===== src/rtl/rocket_boot_ctrl.sv =====
// rocket_boot_ctrl: sequences clock lock, memory preload and core reset release
// for a rocket core. It also handles halt, software reboot, lock loss and boot
// timeout. Every output is a flop, so nothing combinational reaches the pins.
module rocket_boot_ctrl #(
  parameter int unsigned HOLD_CYCLES    = 16,   // 1..255
  parameter int unsigned TIMEOUT_CYCLES = 1024  // 2..65535
) (
  input  logic       clock,
  input  logic       reset,          // asynchronous, active-low
  input  logic       pll_locked,
  input  logic       mem_init_done,
  input  logic       core_halt,
  input  logic       sw_reset_req,
  output logic       core_reset,
  output logic       mem_ok,
  output logic [2:0] boot_state,
  output logic       boot_done,
  output logic       boot_err
);

  typedef enum logic [2:0] {
    S_IDLE      = 3'd0,
    S_WAIT_LOCK = 3'd1,
    S_WAIT_MEM  = 3'd2,
    S_HOLD      = 3'd3,
    S_RUN       = 3'd4,
    S_HALTED    = 3'd5,
    S_ERROR     = 3'd6,
    S_UNUSED    = 3'd7
  } state_t;

  localparam logic [15:0] TIMEOUT_LAST = 16'(TIMEOUT_CYCLES - 1);
  localparam logic [7:0]  HOLD_LOAD    = 8'(HOLD_CYCLES - 1);

  state_t      state;
  state_t      next_state;
  logic        sync_ff1;
  logic        rst_sync;
  logic        idle_go;
  logic [15:0] timeout_cnt;
  logic [7:0]  hold_cnt;
  logic        timeout_hit;
  logic        core_reset_d;
  logic        mem_ok_d;
  logic        boot_done_d;
  logic        boot_err_d;

  assign timeout_hit = (timeout_cnt == TIMEOUT_LAST);
  assign boot_state  = state;

  // Reset release synchroniser. idle_go trails the synchronised release by one
  // more edge, so IDLE is left on the second edge after rst_sync rises.
  always_ff @(posedge clock or negedge reset) begin
    if (!reset) begin
      sync_ff1 <= 1'b0;
      rst_sync <= 1'b0;
      idle_go  <= 1'b0;
    end else begin
      sync_ff1 <= 1'b1;
      rst_sync <= sync_ff1;
      idle_go  <= rst_sync;
    end
  end

  // State register. The raw reset clears it, so assertion acts at once.
  always_ff @(posedge clock or negedge reset) begin
    // NOTE: sequential state uses non-blocking (<=) so every flop samples
    // pre-edge values; blocking here would create order-dependent races.
    if (!reset) state <= S_IDLE;
    else        state <= next_state;
  end

  // Next-state logic. Lock loss outranks everything once the core is released.
  always_comb begin
    // NOTE: default assignment first so no path leaves next_state unassigned,
    // which would otherwise infer a latch.
    next_state = state;
    unique case (state)
      S_IDLE:      if (idle_go) next_state = S_WAIT_LOCK;
      S_WAIT_LOCK: begin
        if (pll_locked)       next_state = S_WAIT_MEM;
        else if (timeout_hit) next_state = S_ERROR;
      end
      S_WAIT_MEM: begin
        if (!pll_locked)        next_state = S_WAIT_LOCK;
        else if (mem_init_done) next_state = S_HOLD;
        else if (timeout_hit)   next_state = S_ERROR;
      end
      S_HOLD: begin
        if (!pll_locked)         next_state = S_WAIT_LOCK;
        else if (hold_cnt == '0) next_state = S_RUN;
      end
      S_RUN: begin
        if (!pll_locked)       next_state = S_WAIT_LOCK;
        else if (sw_reset_req) next_state = S_HOLD;   // reboot beats halt
        else if (core_halt)    next_state = S_HALTED;
      end
      S_HALTED: begin
        if (!pll_locked)       next_state = S_WAIT_LOCK;
        else if (sw_reset_req) next_state = S_HOLD;
      end
      S_ERROR:  next_state = S_ERROR;
      S_UNUSED: next_state = S_IDLE;
      default:  next_state = S_IDLE;
    endcase
  end

  // Timeout counter: cleared on entry to either wait state, counts while staying.
  always_ff @(posedge clock or negedge reset) begin
    if (!reset) begin
      timeout_cnt <= '0;
    end else if ((next_state == S_WAIT_LOCK || next_state == S_WAIT_MEM) &&
                 (next_state != state)) begin
      timeout_cnt <= '0;
    end else if ((state == S_WAIT_LOCK || state == S_WAIT_MEM) &&
                 (next_state == state)) begin
      timeout_cnt <= timeout_cnt + 16'd1;
    end
  end

  // Hold counter: loads on every entry to HOLD and counts down to zero.
  always_ff @(posedge clock or negedge reset) begin
    if (!reset) begin
      hold_cnt <= '0;
    end else if (next_state == S_HOLD && state != S_HOLD) begin
      hold_cnt <= HOLD_LOAD;
    end else if (state == S_HOLD && hold_cnt != '0) begin
      hold_cnt <= hold_cnt - 8'd1;
    end
  end

  // Output decode from the next state. The registered outputs then line up
  // with boot_state on the same edge.
  always_comb begin
    core_reset_d = !(next_state == S_RUN || next_state == S_HALTED);
    mem_ok_d     = (next_state == S_HOLD) || (next_state == S_RUN) ||
                   (next_state == S_HALTED);
    boot_done_d  = (next_state == S_RUN);
    boot_err_d   = boot_err || (next_state == S_ERROR);
  end

  // Output registers. Reset values hold the core in reset with memory invalid.
  always_ff @(posedge clock or negedge reset) begin
    if (!reset) begin
      core_reset <= 1'b1;
      mem_ok     <= 1'b0;
      boot_done  <= 1'b0;
      boot_err   <= 1'b0;
    end else begin
      core_reset <= core_reset_d;
      mem_ok     <= mem_ok_d;
      boot_done  <= boot_done_d;
      boot_err   <= boot_err_d;
    end
  end

endmodule


===== config.mk =====
export PLATFORM = sky130hd
export DESIGN_NAME = rocket_boot_ctrl
export DESIGN_NICKNAME = d
export VERILOG_FILES = /design/src/rtl/rocket_boot_ctrl.sv
export SDC_FILE = /design/constraint.sdc
export NUM_CORES = 1
export LEC_CHECK = 0
export CAP_MARGIN = 30
export CORE_MARGIN = 2
export CORE_UTILIZATION = 47
export CTS_BUF_LIST = sky130_fd_sc_hd__clkbuf_4 sky130_fd_sc_hd__clkbuf_8
export CTS_CLUSTER_SIZE = 16
export DETAILED_ROUTE_END_ITERATION = 7
export HOLD_SLACK_MARGIN = 0.1
export PLACE_DENSITY_LB_ADDON = 0.12
export SLEW_MARGIN = 10
export SYNTH_ARGS = -nofsm -noshare
export SYNTH_HDL_FRONTEND = slang
export SYNTH_SLANG_ARGS = --single-unit

===== constraint.sdc =====
create_clock -name clock -period 2.65 [get_ports clock]
set_clock_uncertainty 0.1 [all_clocks]
set_input_delay 0.6625 -clock clock [delete_from_list [all_inputs] [get_ports clock]]
set_output_delay 0.6625 -clock clock [all_outputs]
set_load 0.1 [all_outputs]

# == After elaboration in Yosys (flattened, before gate mapping) ==
# Cells that the tools add are included.
# word_totals
elab_cells,62
inputBits,6
output_inout_bits,7
regBits,34
# op_classes
eq_ne,17
mux,17
n_reduce_logical,16
add_sub_neg,2
# ops
operator,n
$mux W3,12
$mux W16,2
$pmux W3 S8,1
$eq A3 B3 Y1 const B,7
$add A16 B1 Y16 const B,1
$eq A16 B10 Y1 const B,1
$mux W8,2
$eq A3 B2 Y1 const B,4
$logic_not A8 Y1,1
$reduce_bool A8 Y1,1
$sub A8 B1 Y8 const B,1
$eq A3 B1 Y1 const B,2
$logic_or A1 B1 Y1,6
$logic_and A1 B1 Y1,4
$reduce_bool A2 Y1,2
$eq A3 B3 Y1,1
$logic_not A3 Y1,1
$ne A3 B2 Y1 const B,1
$ne A3 B3 Y1,1
$logic_not A1 Y1,1

# == Logic depth before layout (Yosys ltp) ==
# Gate-level depths: netlist (run 1).
# logic_depth
word_depth,9
mapped_depth,9
depth_no_buf,8

# == Worst setup path after synthesis (run 1) ==
# No wires, ideal clock.
# synth_path
path_type,reg-to-reg
from,"register state[1], in the netlist boot_state[1]"
to,register timeout_cnt[0]
path_slack_ps,-104
setup_time_ps,73
t_arrival_ps,2581
stages_incl_launch_ff,9
path_buffers,2
path_cell_list,dfrtp_1 > buf_2 > nor3b_1 > o21ai_0 > nand3_1 > a211oi_2 > mux2_4 > buf_8 > a21oi_2
# synth_between
elab_chain_cells,8
elab_cells_between_ends,31
cone_classes,11 x eq/ne; 14 x mux; 6 x reduce/logical
# synth_rtl
element,line,rtl
start: declaration,35,state_t state;
start signal: assignment,70,else state <= next_state;
$mux W3 (on tied branches),"96, 82, 87",
$mux W3 (on tied branches),"95, 86",
$mux W3 (on tied branches),"94, 85",
$pmux W3 S8,78,unique case (state)
$eq A3 B1 Y1 / $eq A3 B2 Y1 (equally long branches),112,end else if ((next_state == S_WAIT_LOCK || next_state == S_WAIT_MEM) &&
$logic_or A1 B1 Y1,112,
$logic_and A1 B1 Y1,112,
$mux W16 / $reduce_bool A2 Y1 (equally long branches),--,
end signal: assignment,117,timeout_cnt <= timeout_cnt + 16'd1;
end: declaration,40,logic [15:0] timeout_cnt;
# Several ways; a longest one is shown, not always the timed one.
# A chain may end at the register's enable or synchronous reset.

# == Worst setup path in the final report (run 1) ==
# layout_path
from,input port mem_init_done
to,register timeout_cnt[4]
# layout_between
elab_chain_cells,7
elab_cells_between_ends,12
cone_classes,4 x eq/ne; 4 x mux; 4 x reduce/logical
# layout_rtl
element,line,rtl
start: declaration,11,"input logic mem_init_done,"
$mux W3 (*),86,else if (mem_init_done) next_state = S_HOLD;
$mux W3 (*),85,if (!pll_locked) next_state = S_WAIT_LOCK;
$pmux W3 S8 (*),78,
$eq A3 B1 Y1 / $eq A3 B2 Y1 (equally long branches),112,
$logic_or A1 B1 Y1,112,
$logic_and A1 B1 Y1,112,
$mux W16 / $reduce_bool A2 Y1 (equally long branches),--,
# Every way passes the cells marked *; elsewhere a longest branch is shown, timed or not.

==> metrics.md, run 1 <==
| Metric | Value |
|---|---|
| Setup repair bufs after CTS | `0` |
| Period minus WS final | `2520 ps` |
| CTS tree | `done` |
| Critical path arrival | `2580 ps` |
| DRT antenna net count | `0` |
| Source of the worst register-to-register timing path | `timeout_cnt[0]` |
| Skew-Pair Late Insertion Delay | `about 290 ps` |
| Hold Crit Depth | `0` |
| Synthesized area | `~2000 um2` |
| Switch share | `0.451` |
| Leak | `1.03 nW` |
| Crit path max-delay cell type | `or4bb_4` |
| Worst slew pin tran | `646 ps` |
| Critical path peak fanout | `12` |
| Diode count | `0` |
| Remaining DRCs | `0` |
| Hold_ws | `252 ps` |
| Synthesis-to-finish area growth | `15.7%` |
| Crit share post-route | `0.949` |
| Total of max-cap violations | `0` |
| FF-to-FF End | `timeout_cnt[10]` |
| Avg Cell Area, Syn | `10.2 um2` |
| Vias in the first global route | `1589` |
| Synth Warn # | `0` |
| FP Rows | `23` |
| Min-delay src | `sync_ff1` |
| P_int | `roughly 0.0012 W` |
| Synth top area share | `0.404` |
| Power share of the clock group | `0.180` |
| Min-Delay Path Class | `flip-flop to flip-flop` |
| Critical Path RT | `between 2000 and 3000 ps` |
| Post-DP HPWL | `about 3200 um` |
| Resized cells post-CTS | `0` |
| # IOs | `13` |
| NetSw | `0.000971 W` |
| Cells after synthesis | `201` |
| Clock Path Buffers | `2` |
| Max-slew headroom | `0.565` |
| Max incr delay on CP | `520 ps` |
| Filler cells | `365` |
| Core area | `4090 um2` |
| Initial antenna violation count | `0` |
| TritonRoute pass-1 iters | `4` |
| Die area | `slightly below 5000 um2` |
| Sequential power share | `0.312` |
| RSZ-0062 raised after global routing | `no` |
| CP Launch Type | `primary input` |
| Initial DRC Count | `82` |
| Share of cells above drive strength 1 | `0.270` |
| Fmax achieved | `398 MHz` |
| Vias | `about 1600` |
| Total Wirelength | `4390 um` |
| Setup Crit Path Kind | `primary input to flip-flop` |
| DP Worst Slack | `-247 ps` |
| Synth Register Bits | `34` |
| Status | `completed` |
| Syn_nets | `about 210` |
| Final Cell Area | `2360 um2` |
| Post-DP Area | `2270 um2` |
| Initial Utilization | `0.500` |
| H-tree lvl count | `2` |
| Setup violations, final | `0` |
| Netlist cell types | `between 50 and 60` |
| Routability cong. | `0.872` |
| Die W | `69.9 um` |
| CP Capture Type | `flip-flop` |
| Sequential share of the synthesized area | `0.417` |
| Via density per instance | `5.73` |
| EDFF count, synth | `0` |
| Drt wl/cell | `15.9 um` |
| R2R cell count | `7` |
| Multi-input gate area | `1120 um2` |
| PnR worst setup slack | `135 ps` |
| Clock sink total | `34` |
| Comb pwr share | `0.508` |
| Most used flip-flop cell after synthesis | `dfrtp_1` |
| Layout Nets | `233` |
| Die Ht | `about 70 um` |
| IO buf count | `12` |
| Largest net degree at the start of global routing | `17` |
| Fin. Hold Viols | `0` |
| Synth async-reset ratio | `1.00` |
| Global-route wire length before repair | `7650 um` |
| Pwr Density | `910 nW/um2` |
| Synth top area cells | `dfrtp_1, xor2_1, a21oi_2` |
| WHS Endpoint | `rst_sync` |
| Post-synth top area cell | `dfrtp_1` |
| Root Driver | `clkbuf_8` |
| Pins over their slew limit | `0` |
| Overall routing resource usage | `0.199` |
| CTS Hold Bufs | `0` |
| Post-route core utilization | `0.579` |
| CTS Buf Count | `5` |
| Setup slack, reg-to-reg | `about 240 ps` |
| Clock transition at path regs | `80 ps` |
| Crit path cell chain | `clkdlybuf4s50_1, or4bb_4, a21o_1, o211a_1, buf_4, nand3_1, xor2_1, a21oi_2` |
| Peak supply drop | `0.409 mV` |
| Register area | `~850 um2` |
| Total grt overflow | `0` |
## worst max path at each step
stage	from	endpoint	slack (ps)	cells past startpoint
after CTS	pll_locked	timeout_cnt[7]	60	8
after floorplan	boot_state[2]	timeout_cnt[0]	70	7
after detailed placement	pll_locked	timeout_cnt[10]	-250	8
after global routing	mem_init_done	timeout_cnt[6]	50	8
after global placement	pll_locked	timeout_cnt[11]	-200	8
final	mem_init_done	timeout_cnt[4]	130	8
## stage by stage
step | setup TNS [ps] | std cells | power [W]
floorplan | 0 | 201 | 0.00151
global placement | -2830 | 268 | 0.00175
detailed placement | -3540 | 268 | 0.00177
CTS | 0 | 276 | 0.00216
global route | 0 | 276 | 0.00229
finish | 0 | 276 | 0.00215
## flip-flops by register name, summed over array words and instances, names as in the netlist
name         flops
boot_err         1
core_reset       1
boot_done        1
hold_cnt         8
idle_go          1
timeout_cnt     16
sync_ff1         1
mem_ok           1
rst_sync         1
boot_state       3
## worst max-delay path: cells and delay by family
family,cells,cell delay (ps)
AOI/OAI and AO/OA,3,460
and+or+nand+nor,2,630
buffers and inverters,2,630
xor gates and xnor gates,1,190
## per-layer routing
layer | wire [um] | track usage | vias up
li1 | - | - | 774
met1 | 2040 | 0.267 | 771
met2 | 2090 | 0.309 | 29
met3 | 174 | 0.0476 | 7
met4 | 80 | 0.0812 | 0
met5 | 0 | 0 | -
## kinds of logic after synthesis
group | Yosys count | share of synthesized area
fa+ha+maj | 2 | 0.0122
mux | 3 | 0.0178
xor+xnor | 20 | 0.0857
other cells | 1 | 0.00184
compound gates | 39 | 0.160
buf+inv | 12 | 0.0349
flops | 34 | 0.417
simple gates | 90 | 0.270
## synthesized netlist by cell type (3+ instances only)
| library cell | number |
|---|---|
| nand2_1 | 14 |
| buf_2 | 6 |
| xor2_1 | 17 |
| nor2b_1 | 4 |
| nand3_1 | 12 |
| nand4_1 | 8 |
| a21oi_2 | 10 |
| o21ai_0 | 4 |
| xnor2_1 | 3 |
| inv_1 | 3 |
| a21oi_1 | 8 |
| nor3_1 | 3 |
| nand2b_1 | 5 |
| and3_1 | 7 |
| nor2_1 | 15 |
| dfrtp_1 | 33 |
| nor4_1 | 3 |
## layout make-up
cell class              count  area share
clock buffers               5      0.0291
clock inverters             3     0.00899
inverters                   3     0.00476
multi-input cells         155       0.475
flip-flops and latches     34       0.361
well taps                  50      0.0265
repair buffers             26      0.0942
## cell usage in the layout (no fill, tap or decap), drive strengths merged, types with 2 or more instances in the layout
cell	count
nand3b	2
a21o	2
nor2	17
a211oi	2
a21oi	18
and4	3
nor3b	3
buf	21
nand2b	5
nor2b	4
nor4	5
ha	2
nand3	12
clkdlybuf4s50	4
mux2	2
nor3	3
dfrtp	33
nand4	9
inv	3
o21bai	2
clkbuf	5
xnor2	3
a311oi	2
xor2	17
nand2	14
clkinv	2
o21ai	4
and3	8
## power by group through the flow
| stage | registers [W] | logic, W | clock network (W) |
|---|---|---|---|
| 3_3_place_gp | 0.000674 | 0.00107 | 0 |
| 6_report | 0.000671 | 0.00109 | 0.000387 |
| 4_1_cts | 0.000670 | 0.00110 | 0.000399 |
| 3_5_place_dp | 0.000681 | 0.00109 | 0 |
| 2_1_floorplan | 0.000784 | 0.000728 | 0 |
| 5_1_grt | 0.000685 | 0.00118 | 0.000426 |
Note: power is estimated with default switching activity, not from simulation.
==> run 2: changes to the inputs <==
- ABC_CLOCK_PERIOD_IN_PS: not set -> 2650
- GPL_ROUTABILITY_DRIVEN: not set -> 0
==> results of run 2 <==
Same layout as run 1: the final DEF is identical, and so are final timing and power.
==> run 3: changes to the inputs <==
- CORE_ASPECT_RATIO: not set -> 1.1
==> run 3 against run 2 <==
  * Combinational power about the same
  * Sequential share of layout area decreased by 0.17 points
  * Fmax increased by 0.41%
  * First-iteration DRC count decreased by 8.5%
  * Via count decreased by 1.5%
  * Non-clock buffer count decreased by 2
  * Power increased by 0.61%
  * Global-route usage decreased by 0.87 points
  * Count of clock-buffer cells in the layout increased by 3
  * Worst hold slack got worse by 3.2 ps
  * Critical path type unchanged
  * Highest routed layer unchanged
==> metrics.md, run 3 (synthesis results as in run 1) <==
| Metric | Value |
|---|---|
| Reg with most FFs | `timeout_cnt` |
| Register area | `855 um2 (unchanged)` |
| Fmax achieved | `399 MHz (+0.41%)` |
| Post-DP HPWL | `2990 um (-7.5%)` |
| Peak supply drop | `0.432 mV (+5.6%)` |
| Period minus WS final | `2500 ps (-10.2 ps)` |
| Placed insts | `270 (+0.75%)` |
| M1 WL | `1890 um (-7.3%)` |
| Filler cells | `404 (+11%)` |
| Critical path arrival | `2560 ps (-20 ps)` |
| CTS tree | `done` |
| CP Launch Type | `primary input` |
| Synthesis-to-finish area growth | `16.3%` |
| Vias in the first global route | `1532 (-3.6%)` |
| Most frequent cells in the layout | `dfrtp_1, xor2_1, buf_4, nor2_1, nand2_1` |
| Die area | `4890 um2 (about the same)` |
| Overall routing resource usage | `0.190 (-0.00866)` |
| Max incr delay on CP | `530 ps (about the same)` |
| Remaining DRCs | `0 (unchanged)` |
| Multi-input gate area | `1130 um2 (+0.67%)` |
| Setup TNS | `0 ps (unchanged)` |
| Initial antenna violation count | `0 (unchanged)` |
| Final Cell Area | `2380 um2 (+0.48%)` |
| Total of max-cap violations | `0 (unchanged)` |
| Vias | `1557 (-1.5%)` |
| Leak | `1.03 nW (+0.20%)` |
| TritonRoute pass-1 iters | `4 (unchanged)` |
| Initial Utilization | `0.480 (-0.0197)` |
| Number of flip-flops in the largest register | `16 (unchanged)` |
| Crit share post-route | `0.945 (-0.00386)` |
| Met3 WL post-DR | `150 um (-14%)` |
| Drt wl/cell | `14.9 um (-6.6%)` |
| Critical path peak fanout | `15 (+3)` |
| Pins over their slew limit | `0 (unchanged)` |
| Layout Nets | `231 (-0.86%)` |
| Largest net degree at the start of global routing | `35 (+18)` |
| Pwr Density | `912 nW/um2 (+0.14%)` |
| Clock sink total | `34 (unchanged)` |
| Worst Setup SP | `mem_init_done` |
| Total Wirelength | `4130 um (-5.9%)` |
| H-tree lvl count | `2 (unchanged)` |
| Post-DP Area | `2270 um2 (+0.11%)` |
| Source of the worst register-to-register timing path | `timeout_cnt[0]` |
| Fin cells | `278 (+0.72%)` |
| Worst slew pin tran | `564 ps (-82.4 ps)` |
| Crit path cell chain | `clkdlybuf4s50_1, or4bb_4, a21o_1, o211a_4, buf_12, nand2_1, mux2i_1, a21oi_2` |
| CTS Buf Count | `5 (unchanged)` |
| Max-slew headroom | `0.621 (+0.0554)` |
| Min-Delay Path Class | `flip-flop to flip-flop` |
| Global-route wire length before repair | `7100 um (-7.2%)` |
| Min-delay src | `sync_ff1` |
| Pwr Total | `0.00217 W (+0.61%)` |
| Core area | `4250 um2 (+4.1%)` |
| RSZ-0062 raised after global routing | `no` |
| DRT antenna net count | `0 (unchanged)` |
| Commonest non-fill, non-tap cell in the layout | `dfrtp_1` |
| # IOs | `13 (unchanged)` |
| Status | `completed` |
| Fin. Hold Viols | `0 (unchanged)` |
| Setup Crit Path Kind | `primary input to flip-flop` |
| Total grt overflow | `0 (unchanged)` |
| FP Rows | `25 (+8.7%)` |
| Met2 routed WL | `2020 um (-3.3%)` |
| Share of cells above drive strength 1 | `0.268 (-0.00205)` |
| Clock transition at path regs | `60 ps (-20 ps)` |
| CP Capture Type | `flip-flop` |
| Max layer used | `met4` |
| Die Ht | `73.2 um (+4.6%)` |
| Diode count | `0 (unchanged)` |
| Crit path max-delay cell type | `or4bb_4` |
| Critical Path RT | `2710 ps (about the same)` |
| Initial DRC Count | `75 (-8.5%)` |
| Die W | `66.9 um (-4.4%)` |
| IO buf count | `12 (unchanged)` |
| Root Driver | `clkbuf_8` |
| Via density per instance | `5.60 (-2.2%)` |
| Skew-Pair Late Insertion Delay | `280 ps (about the same)` |
| Clock Path Buffers | `2 (unchanged)` |
| Setup violations, final | `0 (unchanged)` |
run 3: cell count changes in the layout (fill, tap and decap cells not counted), sizes merged:
cell	change
clkinvlp	-1
buf	-2
clkinv	-2
clkbuf	+3
run 3: metrics by stage:
step                worst slack (ps)  hold slack, ps   util
CTS                             40.8             252  0.555
global route                    50.8             262  0.559
detailed placement              -253             236  0.534
floorplan                       67.9             231      -
global placement                -213             233  0.534
finish                           145             249  0.559
run 3: power by group:
group / internal, W / leakage [nW] / switching [W] / total, W
sequential: 0.000585 / 0.439 / 0.0000886 / 0.000674
combinational: 0.000421 / 0.539 / 0.000682 / 0.00110
clock: 0.000217 / 0.0498 / 0.000172 / 0.000389
total: 0.00122 / 1.03 / 0.000942 / 0.00217
run 3: layout make-up:
type | count | share of cell area
clock buffers | 8 | 0.0384
repair buffers | 24 | 0.0927
flip-flops and latches | 34 | 0.360
multi-input cells | 155 | 0.476
well taps | 54 | 0.0284
inverters | 3 | 0.00474
run 3: worst paths after layout:
kind / end / slack [ps] / cells after the start
max: timeout_cnt[1] / 150 / 8
min reg2reg: rst_sync / 250 / 0
max reg2reg: timeout_cnt[9] / 270 / 7
min: rst_sync / 250 / 0
max in group asynchronous: core_reset / 1430 / 2
min in group asynchronous: timeout_cnt[12] / 680 / 2
run 3: repair_timing:
action	4_1_cts	5_1_grt
setup buffers	0	0
hold buffers	0	0
gates resized for setup	0	3
endpoints found under the setup margin	0	14
run 3: per-layer routing:
metal	vias up	global-route usage
met5	-	0
met4	0	0.0703
met3	7	0.0417
met2	27	0.307
met1	757	0.251
li1	766	-
run 3: worst max-delay path: cells and delay by family:
family                 cells  cell delay, ps
AO/OA/AOI/OAI              3             470
multiplexers               1             220
buffers and inverters      2             580
AND/OR/NAND/NOR            2             630
